## src/rtl/hazard_pkg.sv

```systemverilog
// -----------------------------------------------------------------------------
// hazard_pkg
// Shared definitions for the pipeline hazard controller:
//   - state_e      : controller state (RUN, HOLD)
//   - F3_*         : RV32I conditional-branch funct3 encodings
//   - stall_len()  : required stall length N for the events seen in ID
// -----------------------------------------------------------------------------
package hazard_pkg;

   typedef enum logic [0:0] {
      RUN  = 1'b0,
      HOLD = 1'b1
   } state_e;

   localparam logic [2:0] F3_BEQ  = 3'b000;
   localparam logic [2:0] F3_BNE  = 3'b001;
   localparam logic [2:0] F3_BLT  = 3'b100;
   localparam logic [2:0] F3_BGE  = 3'b101;
   localparam logic [2:0] F3_BLTU = 3'b110;
   localparam logic [2:0] F3_BGEU = 3'b111;

   // Stall length for the current ID-stage events. A load-use hazard needs
   // load_lat cycles; a branch operand needs one cycle from an ALU producer
   // and one more than the load latency from a load producer, since the
   // branch resolves in ID rather than EX. When both apply the longer wins.
   function automatic int unsigned stall_len(
      input logic        load_ev,
      input logic        br_ev,
      input logic        mem_read,
      input int unsigned load_lat
   );
      int unsigned n_load;
      int unsigned n_br;
      n_load = load_ev ? load_lat : 0;
      n_br   = br_ev ? (mem_read ? load_lat + 1 : 1) : 0;
      return (n_load > n_br) ? n_load : n_br;
   endfunction

endpackage

```

## src/rtl/branch_cmp.sv

```systemverilog
// -----------------------------------------------------------------------------
// branch_cmp
// Combinational RV32I branch condition evaluator.
// Ports:
//   rs1_data, rs2_data : in  XLEN  branch operands
//   funct3             : in  3     branch condition select
//   taken              : out 1     condition holds (reserved encodings -> 0)
// -----------------------------------------------------------------------------
module branch_cmp
   import hazard_pkg::*;
#(
   parameter int unsigned XLEN = 32
) (
   input  logic [XLEN-1:0] rs1_data,
   input  logic [XLEN-1:0] rs2_data,
   input  logic [2:0]      funct3,
   output logic            taken
);

   // NOTE: every signal written in always_comb gets a default first, so no
   // path through the case leaves it unassigned and no latch is inferred.
   always_comb begin
      taken = 1'b0;
      case (funct3)
         F3_BEQ:  taken = (rs1_data == rs2_data);
         F3_BNE:  taken = (rs1_data != rs2_data);
         F3_BLT:  taken = ($signed(rs1_data) <  $signed(rs2_data));
         F3_BGE:  taken = ($signed(rs1_data) >= $signed(rs2_data));
         F3_BLTU: taken = (rs1_data <  rs2_data);
         F3_BGEU: taken = (rs1_data >= rs2_data);
         default: taken = 1'b0;
      endcase
   end

endmodule

```

## src/rtl/hazard_ctrl.sv

```systemverilog
// -----------------------------------------------------------------------------
// hazard_ctrl
// Hazard controller between the IF/ID and ID/EX pipeline registers.
// Detects load-use and branch-operand hazards, holds the stall for N cycles
// with a down-counter, freezes the pipeline while data memory is busy and
// resolves branches in ID to generate the IF/ID flush.
//
// Optional feature: define HAZARD_PERF_CNT_EN to add the saturating 32-bit
// performance counters stall_cnt_o and flush_cnt_o.
//
// Ports:
//   clk_i, rst_i                   : clock, synchronous active-high reset
//   ID_EX_MemRead_i                : EX instruction is a load
//   ID_EX_RegWrite_i               : EX instruction writes rd
//   ID_EX_RegisterRd_i             : EX destination register
//   IF_ID_RS1_i, IF_ID_RS2_i       : ID source registers
//   Registers_RS1data_i/RS2data_i  : ID operands
//   branch_i, funct3_i             : ID conditional branch and its condition
//   mem_stall_i                    : data memory busy
//   stall_o                        : hold IF/ID, bubble into ID/EX
//   PCWrite_o                      : PC update enable
//   freeze_o                       : hold every pipeline register
//   flush_o                        : branch taken, flush IF/ID
//   stall_cnt_o, flush_cnt_o       : perf counters (HAZARD_PERF_CNT_EN only)
// -----------------------------------------------------------------------------
module hazard_ctrl
   import hazard_pkg::*;
#(
   parameter int unsigned XLEN     = 32,
   parameter int unsigned REG_AW   = 5,
   parameter int unsigned LOAD_LAT = 1,
   parameter int unsigned CNT_W    = 3
) (
   input  logic              clk_i,
   input  logic              rst_i,
   input  logic              ID_EX_MemRead_i,
   input  logic              ID_EX_RegWrite_i,
   input  logic [REG_AW-1:0] ID_EX_RegisterRd_i,
   input  logic [REG_AW-1:0] IF_ID_RS1_i,
   input  logic [REG_AW-1:0] IF_ID_RS2_i,
   input  logic [XLEN-1:0]   Registers_RS1data_i,
   input  logic [XLEN-1:0]   Registers_RS2data_i,
   input  logic              branch_i,
   input  logic [2:0]        funct3_i,
   input  logic              mem_stall_i,
   output logic              stall_o,
   output logic              PCWrite_o,
   output logic              freeze_o,
   output logic              flush_o
`ifdef HAZARD_PERF_CNT_EN
   ,
   output logic [31:0]       stall_cnt_o,
   output logic [31:0]       flush_cnt_o
`endif
);

   state_e           state;
   logic [CNT_W-1:0] cnt;

   logic             hit;
   logic             load_ev;
   logic             br_ev;
   logic [CNT_W-1:0] n_req;
   logic             taken;

   // x0 is hard-wired to zero, so a write to it never creates a dependency.
   assign hit = (ID_EX_RegisterRd_i != '0) &&
                ((ID_EX_RegisterRd_i == IF_ID_RS1_i) ||
                 (ID_EX_RegisterRd_i == IF_ID_RS2_i));

   assign load_ev = ID_EX_MemRead_i & hit;
   assign br_ev   = branch_i & ID_EX_RegWrite_i & hit;
   assign n_req   = CNT_W'(stall_len(load_ev, br_ev, ID_EX_MemRead_i, LOAD_LAT));

   branch_cmp #(
      .XLEN (XLEN)
   ) u_branch_cmp (
      .rs1_data (Registers_RS1data_i),
      .rs2_data (Registers_RS2data_i),
      .funct3   (funct3_i),
      .taken    (taken)
   );

   // Reset masks every output. Freeze overrides stall and flush. In HOLD the
   // consumer is still parked in IF/ID, so events are only looked at in RUN.
   always_comb begin
      freeze_o = 1'b0;
      stall_o  = 1'b0;
      flush_o  = 1'b0;
      if (!rst_i) begin
         freeze_o = mem_stall_i;
         if (!mem_stall_i) begin
            stall_o = (state == HOLD) || load_ev || br_ev;
            flush_o = branch_i & taken & ~stall_o;
         end
      end
   end

   assign PCWrite_o = ~(stall_o | freeze_o);

   // RUN covers the first stall cycle itself, so HOLD is loaded with N-1 and
   // exits on the edge where cnt reaches 1. Frozen cycles do not count.
   // NOTE: sequential state is updated with non-blocking assignments so all
   // flops sample their inputs from the same pre-edge values.
   always_ff @(posedge clk_i) begin
      if (rst_i) begin
         state <= RUN;
         cnt   <= '0;
      end else if (!mem_stall_i) begin
         case (state)
            RUN: begin
               if (n_req > CNT_W'(1)) begin
                  state <= HOLD;
                  cnt   <= n_req - CNT_W'(1);
               end
            end
            HOLD: begin
               if (cnt == CNT_W'(1)) begin
                  state <= RUN;
                  cnt   <= '0;
               end else begin
                  cnt <= cnt - CNT_W'(1);
               end
            end
            default: begin
               state <= RUN;
               cnt   <= '0;
            end
         endcase
      end
   end

`ifdef HAZARD_PERF_CNT_EN
   // Both counters stick at all-ones instead of wrapping.
   always_ff @(posedge clk_i) begin
      if (rst_i) begin
         stall_cnt_o <= '0;
         flush_cnt_o <= '0;
      end else begin
         if (stall_o && (stall_cnt_o != '1)) begin
            stall_cnt_o <= stall_cnt_o + 32'd1;
         end
         if (flush_o && (flush_cnt_o != '1)) begin
            flush_cnt_o <= flush_cnt_o + 32'd1;
         end
      end
   end
`endif

endmodule

```

## config.mk

```make
export PLATFORM = sky130hd
export DESIGN_NAME = hazard_ctrl
export DESIGN_NICKNAME = d
export VERILOG_FILES = /design/src/rtl/hazard_pkg.sv /design/src/rtl/branch_cmp.sv /design/src/rtl/hazard_ctrl.sv
export SDC_FILE = /design/constraint.sdc
export NUM_CORES = 1
export LEC_CHECK = 0
export ABC_AREA = 1
export CAP_MARGIN = 30
export CORE_MARGIN = 10
export CORE_UTILIZATION = 41
export DETAILED_ROUTE_END_ITERATION = 10
export HOLD_SLACK_MARGIN = 0.12
export PLACE_DENSITY = 0.88
export RECOVER_POWER = 50
export SKIP_LAST_GASP = 1
export SLEW_MARGIN = 25
export SYNTH_ARGS = -nofsm -noshare
export SYNTH_HDL_FRONTEND = slang
export SYNTH_SLANG_ARGS = --single-unit
```

## constraint.sdc

```tcl
create_clock -name clk_i -period 5.1 [get_ports clk_i]
set_input_delay 1.02 -clock clk_i [delete_from_list [all_inputs] [get_ports clk_i]]
set_output_delay 1.02 -clock clk_i [all_outputs]
set_load 0.02 [all_outputs]
```

==> impl_metrics.json <==
{
  "end_kind": "output pin",
  "switchingPower_uw": 76.9,
  "grt_max_degree": 8,
  "arrival_ns": 3.47,
  "insertion_delay_ns": 0.23,
  "p_leak_uw": 0.00126,
  "crit_family": "buffers and inverters",
  "final_common_cell": "clkdlybuf4s50_1",
  "relSlewSlack_pct": 78.7,
  "clock-sinks": 4,
  "drtIter0Drc": 51,
  "p_seq_share_pct": 13.8,
  "cts-root-buf": "clkbuf_4",
  "period_needed_ns": 4.49,
  "first_pass_iters": 4,
  "die_x_um": 79.7,
  "cts-resized-gates": 0,
  "grt_overflow": 0,
  "port-buffer-count": 91,
  "yosysWarnings": 0,
  "critical_path_required_ns": 4.08,
  "initial_core_util_pct": 43.1,
  "cts_setup_buffers": 0,
  "hold_depth": 3,
  "core-area_um2": 3390,
  "syn_nets": 363,
  "nets": 459,
  "clk_pin_slew_ns": 0.04,
  "setup_tns_ns": 0,
  "skew_ns": 0.00326,
  "vias": 1784,
  "layout_setup_ws_ns": 0.606,
  "die_height_um": 79.7,
  "hold_violations": 0,
  "min_path_type": "register to register",
  "area_growth_pct": 67.2,
  "ioPinCount": 92,
  "grt_pass1_wl_um": 7850,
  "status": "finished clean",
  "avgViaCountPerCell": 4.69,
  "vdd_drop_max_v": 0.0000567,
  "ant_nets": 0,
  "rsz0062_at_grt": "no",
  "final_cell_mix": "clkdlybuf4s50_1, inv_1, nand2_1",
  "tritoncts": "done",
  "critical_path_buf_inv_count": 4,
  "holdBufCountCts": 0,
  "synthCells": 240,
  "drc": 0,
  "ys_types": 26,
  "synthesis.area_um2": 1460,
  "combPwrFrac_pct": 69.2,
  "worst_slew_pin_slew_ns": 0.316,
  "crit_path_cell_trace": "clkdlybuf4s50_1 -> inv_1 -> ha_1 -> a21oi_1 -> o21a_1 -> nand2_1 -> a21oi_2 -> nand3_1 -> nand3_1 -> nand2_1 -> inv_2 -> nor2_1 -> nor2_1 -> clkdlybuf4s50_1",
  "sw_frac_of_total_pct": 33.2,
  "numCtsBuffers": 3,
  "cp_max_fo": 4,
  "final_area_um2": 2440,
  "syn_area_per_cell_um2": 6.08,
  "path_depth": 14,
  "p_clk_share_pct": 17.0,
  "power.density_nw_per_um2": 95.0,
  "crit_path_start_kind": "primary input",
  "maxCapViolCount": 0,
  "fin_crit_sh_pct": 88.1,
  "dpl.hpwl_um": 4260,
  "ys_ff_latch": 4,
  "max_freq_mhz": 223,
  "clock_path_buffers": 2,
  "dp_slack_ns": 0.580,
  "fillers": 300,
  "routedWlPerCell_um": 12.2,
  "placedInstanceArea_um2": 2430,
  "drive_gt1_share_pct": 3.89,
  "wirelength_um": 4630,
  "synth_seq_area_share_pct": 5.48,
  "diodes": 0,
  "fp-row-count": 21,
  "h-tree-depth": 1,
  "hold_slack_ns": 0.559,
  "routabilityCongestion": 0.822,
  "r2r_cells": 7,
  "max_stage_delay_ns": 0.62,
  "grt_pass1_vias": 1875,
  "critPathSlowestCell": "clkdlybuf4s50_1",
  "slew_violations": 0,
  "setup_viol": 0,
  "fp.dieArea_um2": 6350,
  "track_usage_pct": 14.6,
  "cell_internal_pwr_uw": 155,
  "path_class": "primary input to output pin",
  "antenna_found_initial": 0
}
through the flow:
step           utilization, %  total power [µW]  std cells
3_5_place_dp             71.7               194        377
4_1_cts                  72.3               235        380
5_1_grt                  72.0               256        380
2_1_floorplan               -               106        240
3_3_place_gp             71.7               190        377
6_report                 72.0               232        380
cell families (layout without fill, tap and decap cells):
group	count (synthesis)	count (layout)	synth area share, %
muxes	1	1	0.686
AOI/OAI and AO/OA	30	30	11.7
adders and majority gates	35	35	30.0
xor gates and xnor gates	10	10	6.00
DFF	4	4	5.48
and+or+nand+nor	102	102	31.2
buffers and inverters	58	152	14.9
power groups by stage:
stage	Sequential [µW]	Clock, µW	Combinational, µW
after floorplan	32.4	0	73.1
after global placement	32.4	0	157
after detailed placement	32.5	0	162
after CTS	32.0	40.3	163
after global routing	32.0	41.7	183
final	32.0	39.3	161
tightest hold or removal path, cell delays in order (launching register included):
cell and delay, ns:
dfxtp_1 0.34, a31oi_1 0.08, nand2_1 0.06, inv_1 0.03
Yosys cell counts:
| library cell | number | area, µm² |
|---|---|---|
| xnor2_1 | 5 | 43.8 |
| nor3_1 | 5 | 25.0 |
| a31oi_1 | 1 | 6.26 |
| nor2_2 | 1 | 6.26 |
| ha_1 | 35 | 438 |
| nor3_2 | 1 | 10.0 |
| inv_2 | 3 | 11.3 |
| inv_1 | 55 | 206 |
| nor2_1 | 22 | 82.6 |
| xor2_1 | 5 | 43.8 |
| o21ai_1 | 3 | 15.0 |
| a21oi_1 | 16 | 80.1 |
| nor3_4 | 1 | 16.3 |
| nor2_4 | 1 | 11.3 |
| o21ai_0 | 4 | 20.0 |
| nand4_2 | 1 | 12.5 |
| o21a_1 | 2 | 15.0 |
| a21oi_2 | 1 | 8.76 |
| mux2i_1 | 1 | 10.0 |
| nand4_1 | 3 | 18.8 |
| nand2_1 | 52 | 195 |
| a21boi_2 | 1 | 11.3 |
| dfxtp_1 | 4 | 80.1 |
| nand3_1 | 13 | 65.1 |
| nand2_2 | 2 | 12.5 |
| a21o_1 | 2 | 15.0 |
area by class of cell:
cell class | instances | area [µm²] | share of cell area (%)
flip-flops and latches | 4 | 80.1 | 3.28
well taps | 46 | 57.6 | 2.36
multi-input cells | 178 | 1150 | 47.2
inverters | 58 | 218 | 8.92
clock buffers | 3 | 22.5 | 0.923
repair buffers | 91 | 911 | 37.3
per-layer routing:
layer	wire [µm]	GRT usage, %	vias to the layer above
met4	58	2.33	0
met2	2150	28.6	74
met3	599	5.29	6
met5	0	0	-
met1	1830	14.4	754
li1	-	-	950
sequential cells by signal, summed over array words and instances, names as in the netlist:
signal	cells
cnt	3
state	1
path summary, 6_finish.rpt:
kind | slack [ns] | endpoint | start
worst max-delay path | 0.61 | flush_o | Registers_RS2data_i[31]
worst min-delay path | 0.56 | cnt[0] | cnt[0]
worst max register to register | 3.97 | cnt[0] | cnt[1]
worst min register to register | 0.56 | cnt[0] | cnt[0]
Note: power is estimated with default switching activity, not from simulation.
==> patch 1, RTL diff (same flow settings) <==
The parameter `REG_AW` goes from 5 to 3.
--- a/src/rtl/hazard_ctrl.sv
+++ b/src/rtl/hazard_ctrl.sv
@@ -27,7 +27,7 @@
    import hazard_pkg::*;
 #(
    parameter int unsigned XLEN     = 32,
-   parameter int unsigned REG_AW   = 5,
+   parameter int unsigned REG_AW   = 3,
    parameter int unsigned LOAD_LAT = 1,
    parameter int unsigned CNT_W    = 3
 ) (
Ports: changed (resized ID_EX_RegisterRd_i, IF_ID_RS1_i and IF_ID_RS2_i); port bits go from 92 to 86. No check against the original RTL was run, so the function may have changed too.
==> patch 1 against the original RTL <==
- sequential cell count unchanged
- critical endpoint unchanged
- area after synthesis decreased by 6.9%
- routed wire length decreased by 13%
- sequential share of layout area increased by 0.22 points
- count of clock-buffer cells in the layout unchanged
- power decreased by 1.4%
- setup slack improved by 11 ps
- design area decreased by 6.4%
==> patch 1: results (changes against the original RTL) <==
[run_status]
status=completed

[place]
dpl.cell_count=359  ; -4.8%
gp_congestion=0.784  ; -4.7%
dp_hpwl_um=3750  ; -12%
placed_cell_area_um2=2260  ; -6.7%

[synth]
ys_types=20  ; -23%
synth_fa_ha_area_frac=0.322  ; +0.0224
ys_seq_area_frac=0.0589  ; +0.00409
synthTopCellsByArea=ha_1, nand2_1, inv_1, a21oi_1, dfxtp_1
synthCells=230  ; -4.2%
synth_xor_area_frac=0.0451  ; -0.0149
syn-num-nets=347  ; -4.4%

[worst_setup_path]
cp-startpoint=Registers_RS2data_i[23]
rr_endpoint=cnt[2]
reg2reg_slack_ps=3950  ; -20 ps
r2r_cells=6  ; -1
worst-endpoint-arrival_ps=3460  ; about the same

[grt]
grt_pass1_wl_um=6900  ; -12%

[min_path]
min_path_cells=2  ; -1
hp-start=cnt[1]

[drt]
num_vias=1615  ; -9.5%
routed_via_density=4.46  ; -5.0%
drt_iter0_drc=27  ; -47%
postRouteWirelength_um=4010  ; -13%

[power]
ir_worst_vdd_mv=0.0517  ; -8.8%

[cells_and_area]
fin_nets=437  ; -4.8%

[sta]
worstMarginPinSlew_ps=318  ; +2.00 ps

[patch 1: changes by cell type after synthesis, sizes merged, moves of 2 or more]
cell	delta
nor3	-2
nor2	-4
inv	-5
nand2	+4
xnor2	+2
xor2	-5
[patch 1: through the flow]
stage	setup WS, ps	hold slack (ps)
CTS	601	512
floorplan	1610	458
global route	363	546
finish	617	513
detailed placement	608	506
global placement	656	481
[patch 1: layout make-up]
class / count / area (um^2)
Inverter: 54 / 203
Multi-Input combinational cell: 172 / 1070
Sequential cell: 4 / 80.1
Timing Repair Buffer: 85 / 851
Tap cell: 44 / 55.1
Clock buffer: 3 / 22.5
Fill cell: 278 / 818
[patch 1: worst max-delay path by stage]
stage                     cells after the start       to  slack, ps
after detailed placement                     15  flush_o        610
final                                        14  flush_o        620
after floorplan                              12  flush_o       1610
after CTS                                    15  flush_o        600
after global placement                       16  flush_o        660
after global routing                         16  flush_o        360
[patch 1: power groups by stage]
stage,sequential (mW),clock (mW),combinational [mW]
final,0.0329,0.0408,0.155
after global routing,0.0329,0.0443,0.177
after CTS,0.0328,0.0419,0.157
after detailed placement,0.0333,0,0.156
after global placement,0.0333,0,0.153
after floorplan,0.0332,0,0.0743
[patch 1: worst max-delay path, stage by stage]
cell and delay, ps:
clkdlybuf4s50_1 460, inv_1 40, ha_1 290, a21oi_1 170
o21a_1 140, nand2_1 50, a21oi_1 250, nand3_1 140
nand3_1 90, nand2_1 50, inv_1 40, nor2_1 30
nor2_1 70, clkdlybuf4s50_1 610
[patch 1: metal layers]
metal / GRT usage / share of wire / vias to the layer above / wire length, um
met5: 0 / 0 / - / 0
met4: 0.0310 / 0.011 / 0 / 44
met3: 0.0276 / 0.045 / 4 / 179
met2: 0.234 / 0.49 / 43 / 1970
met1: 0.157 / 0.45 / 663 / 1820
li1: - / - / 905 / -
==> patch 2, RTL diff (same settings) <==
Without the edit above. Build with the macro `HAZARD_PERF_CNT_EN` defined.
--- a/src/rtl/hazard_ctrl.sv
+++ b/src/rtl/hazard_ctrl.sv
@@ -23,6 +23,8 @@
 //   flush_o                        : branch taken, flush IF/ID
 //   stall_cnt_o, flush_cnt_o       : perf counters (HAZARD_PERF_CNT_EN only)
 // -----------------------------------------------------------------------------
+`define HAZARD_PERF_CNT_EN
+
 module hazard_ctrl
    import hazard_pkg::*;
 #(
Formal check against the unedited RTL (old outputs only; new: flush_cnt_o and stall_cnt_o): equivalent (equiv_simple and equiv_induct, registers matched by name and starting in step).
==> patch 2 against the original RTL <==
- area after synthesis grew to 3.8 times the old value
- via count grew to 3.5 times the old value
- setup slack lost 120 ps
- first-iteration DRC count grew to 7.5 times the old value
- synthesized cell count grew to 3.8 times the old value
- power grew to 5.9 times the old value
- routed wire length grew to 3.6 times the old value
- sequential cell count grew 64
- core utilization shrank 15 points
- critical path depth grew 1
- sequential power grew to 17 times the old value
- non-clock buffer count grew 69
- design area grew to 3.1 times the old value
==> patch 2: results (changes against the original RTL) <==
[run_status]
status=completed

[drt]
postRouteWirelength_um=16500  ; +260%
routed_via_density=5.02  ; +7.0%
drt_pass1_iterations=6  ; +2
drt_iter0_drc=383  ; +650%

[clock_tree]
cts.clk_slew.worst_paths_ps=50
insertion_delay_ps=340  ; +110 ps
cts_resized=0  ; unchanged
post_cts_buffers=0  ; unchanged
cts_root_buf=clkbuf_16
numCtsBuffers=9  ; +6
cts_max_level=3  ; +2
cts_buffer_depth=2  ; unchanged

[power]
ir_worst_vdd_mv=0.155  ; +170%
cellLeakagePower_nw=3.39  ; +170%

[cells_and_area]
reg.largest.list=flush_cnt_o x32, stall_cnt_o x32, cnt x3
drive_above_1_share=0.0373  ; -0.00161
fin_nets=1192  ; +160%
insertedDiodeCount=0  ; unchanged

[grt]
grt_max_degree=63  ; +55
grt_pass1_vias=5850  ; +210%
grt_pass1_wl_um=26800  ; +240%
antenna_found_initial=0  ; unchanged
track_usage=0.173  ; +0.0270

[place]
portBuffers=155  ; +70%
dp_hpwl_um=12900  ; +200%
dp_slack_ps=463  ; -117 ps
gp_congestion=0.969  ; +18%

[worst_setup_path]
cp_slowest_cell=clkdlybuf4s50_1
path_max_fanout=4  ; unchanged
worst-endpoint-arrival_ps=3590  ; +120 ps
crit_family=simple AND/OR/NAND/NOR gates
crit_path_max_incr_delay_ps=630

[synth]
async_flop_share=0  ; unchanged
syn-num-nets=1046  ; +190%
ys_types=36  ; +38%
ys_seq_area_frac=0.243  ; +0.188
synth_commonest_cells=nand2_1, inv_1, nor2_1
yosysWarnings=0  ; unchanged
synthTopCellsByArea=dfxtp_1, nand2_1, inv_1, ha_1, nor2_1

[min_path]
hold_path_class=register to register

[sta]
fin_worst_skew_ps=9.32  ; +6.05 ps
slew_headroom=0.579  ; -0.208

==> patch 2: metrics by stage <==
step                power (mW)  instances  cell area (um^2)
floorplan                0.674        921              5600
global placement         0.757       1232              7240
detailed placement       0.764       1232              7240
CTS                       1.38       1248              7530
global route              1.43       1248              7530
finish                    1.37       1248              7530
==> patch 2: final timing paths <==
path	slack (ps)	from	depth (start not counted)	endpoint
setup / recovery	490	Registers_RS2data_i[31]	15	flush_o
hold / removal	490	cnt[2]	2	cnt[2]
setup reg to reg	2690	stall_cnt_o[0]	10	stall_cnt_o[11]
hold reg to reg	490	cnt[2]	2	cnt[2]
==> patch 2: final cells by class <==
class | count | area, um^2
well taps | 176 | 220
repair buffers | 160 | 1590
clock inverters | 6 | 65.1
fillers | 1296 | 5770
flip-flops and latches | 68 | 1360
clock buffers | 10 | 229
multi-input cells | 657 | 3420
inverters | 171 | 642
==> patch 2: routing by layer <==
| metal | share of wire | vias to the layer above | global-route usage |
|---|---|---|---|
| li1 | - | 3212 | - |
| met1 | 0.39 | 2816 | 0.189 |
| met2 | 0.51 | 206 | 0.315 |
| met3 | 0.074 | 34 | 0.0499 |
| met4 | 0.020 | 0 | 0.0544 |
| met5 | 0 | - | 0 |
==> patch 2: cell families after synthesis <==
family / synth area share
compound gates: 0.0617
xor+xnor: 0.0517
fa+ha+maj: 0.0827
buf+inv: 0.146
flops: 0.243
simple gates: 0.414
==> patch 2: tightest hold or removal path, stage by stage, from the launching register on <==
cell and delay, ps:
dfxtp_1 320, inv_1 70, a21oi_1 60
==> patch 2: where the power goes <==
group / switching (mW) / internal, mW / leakage, nW
logic: 0.108 / 0.108 / 2.70
clock network: 0.239 / 0.378 / 0.142
registers: 0.00145 / 0.533 / 0.548
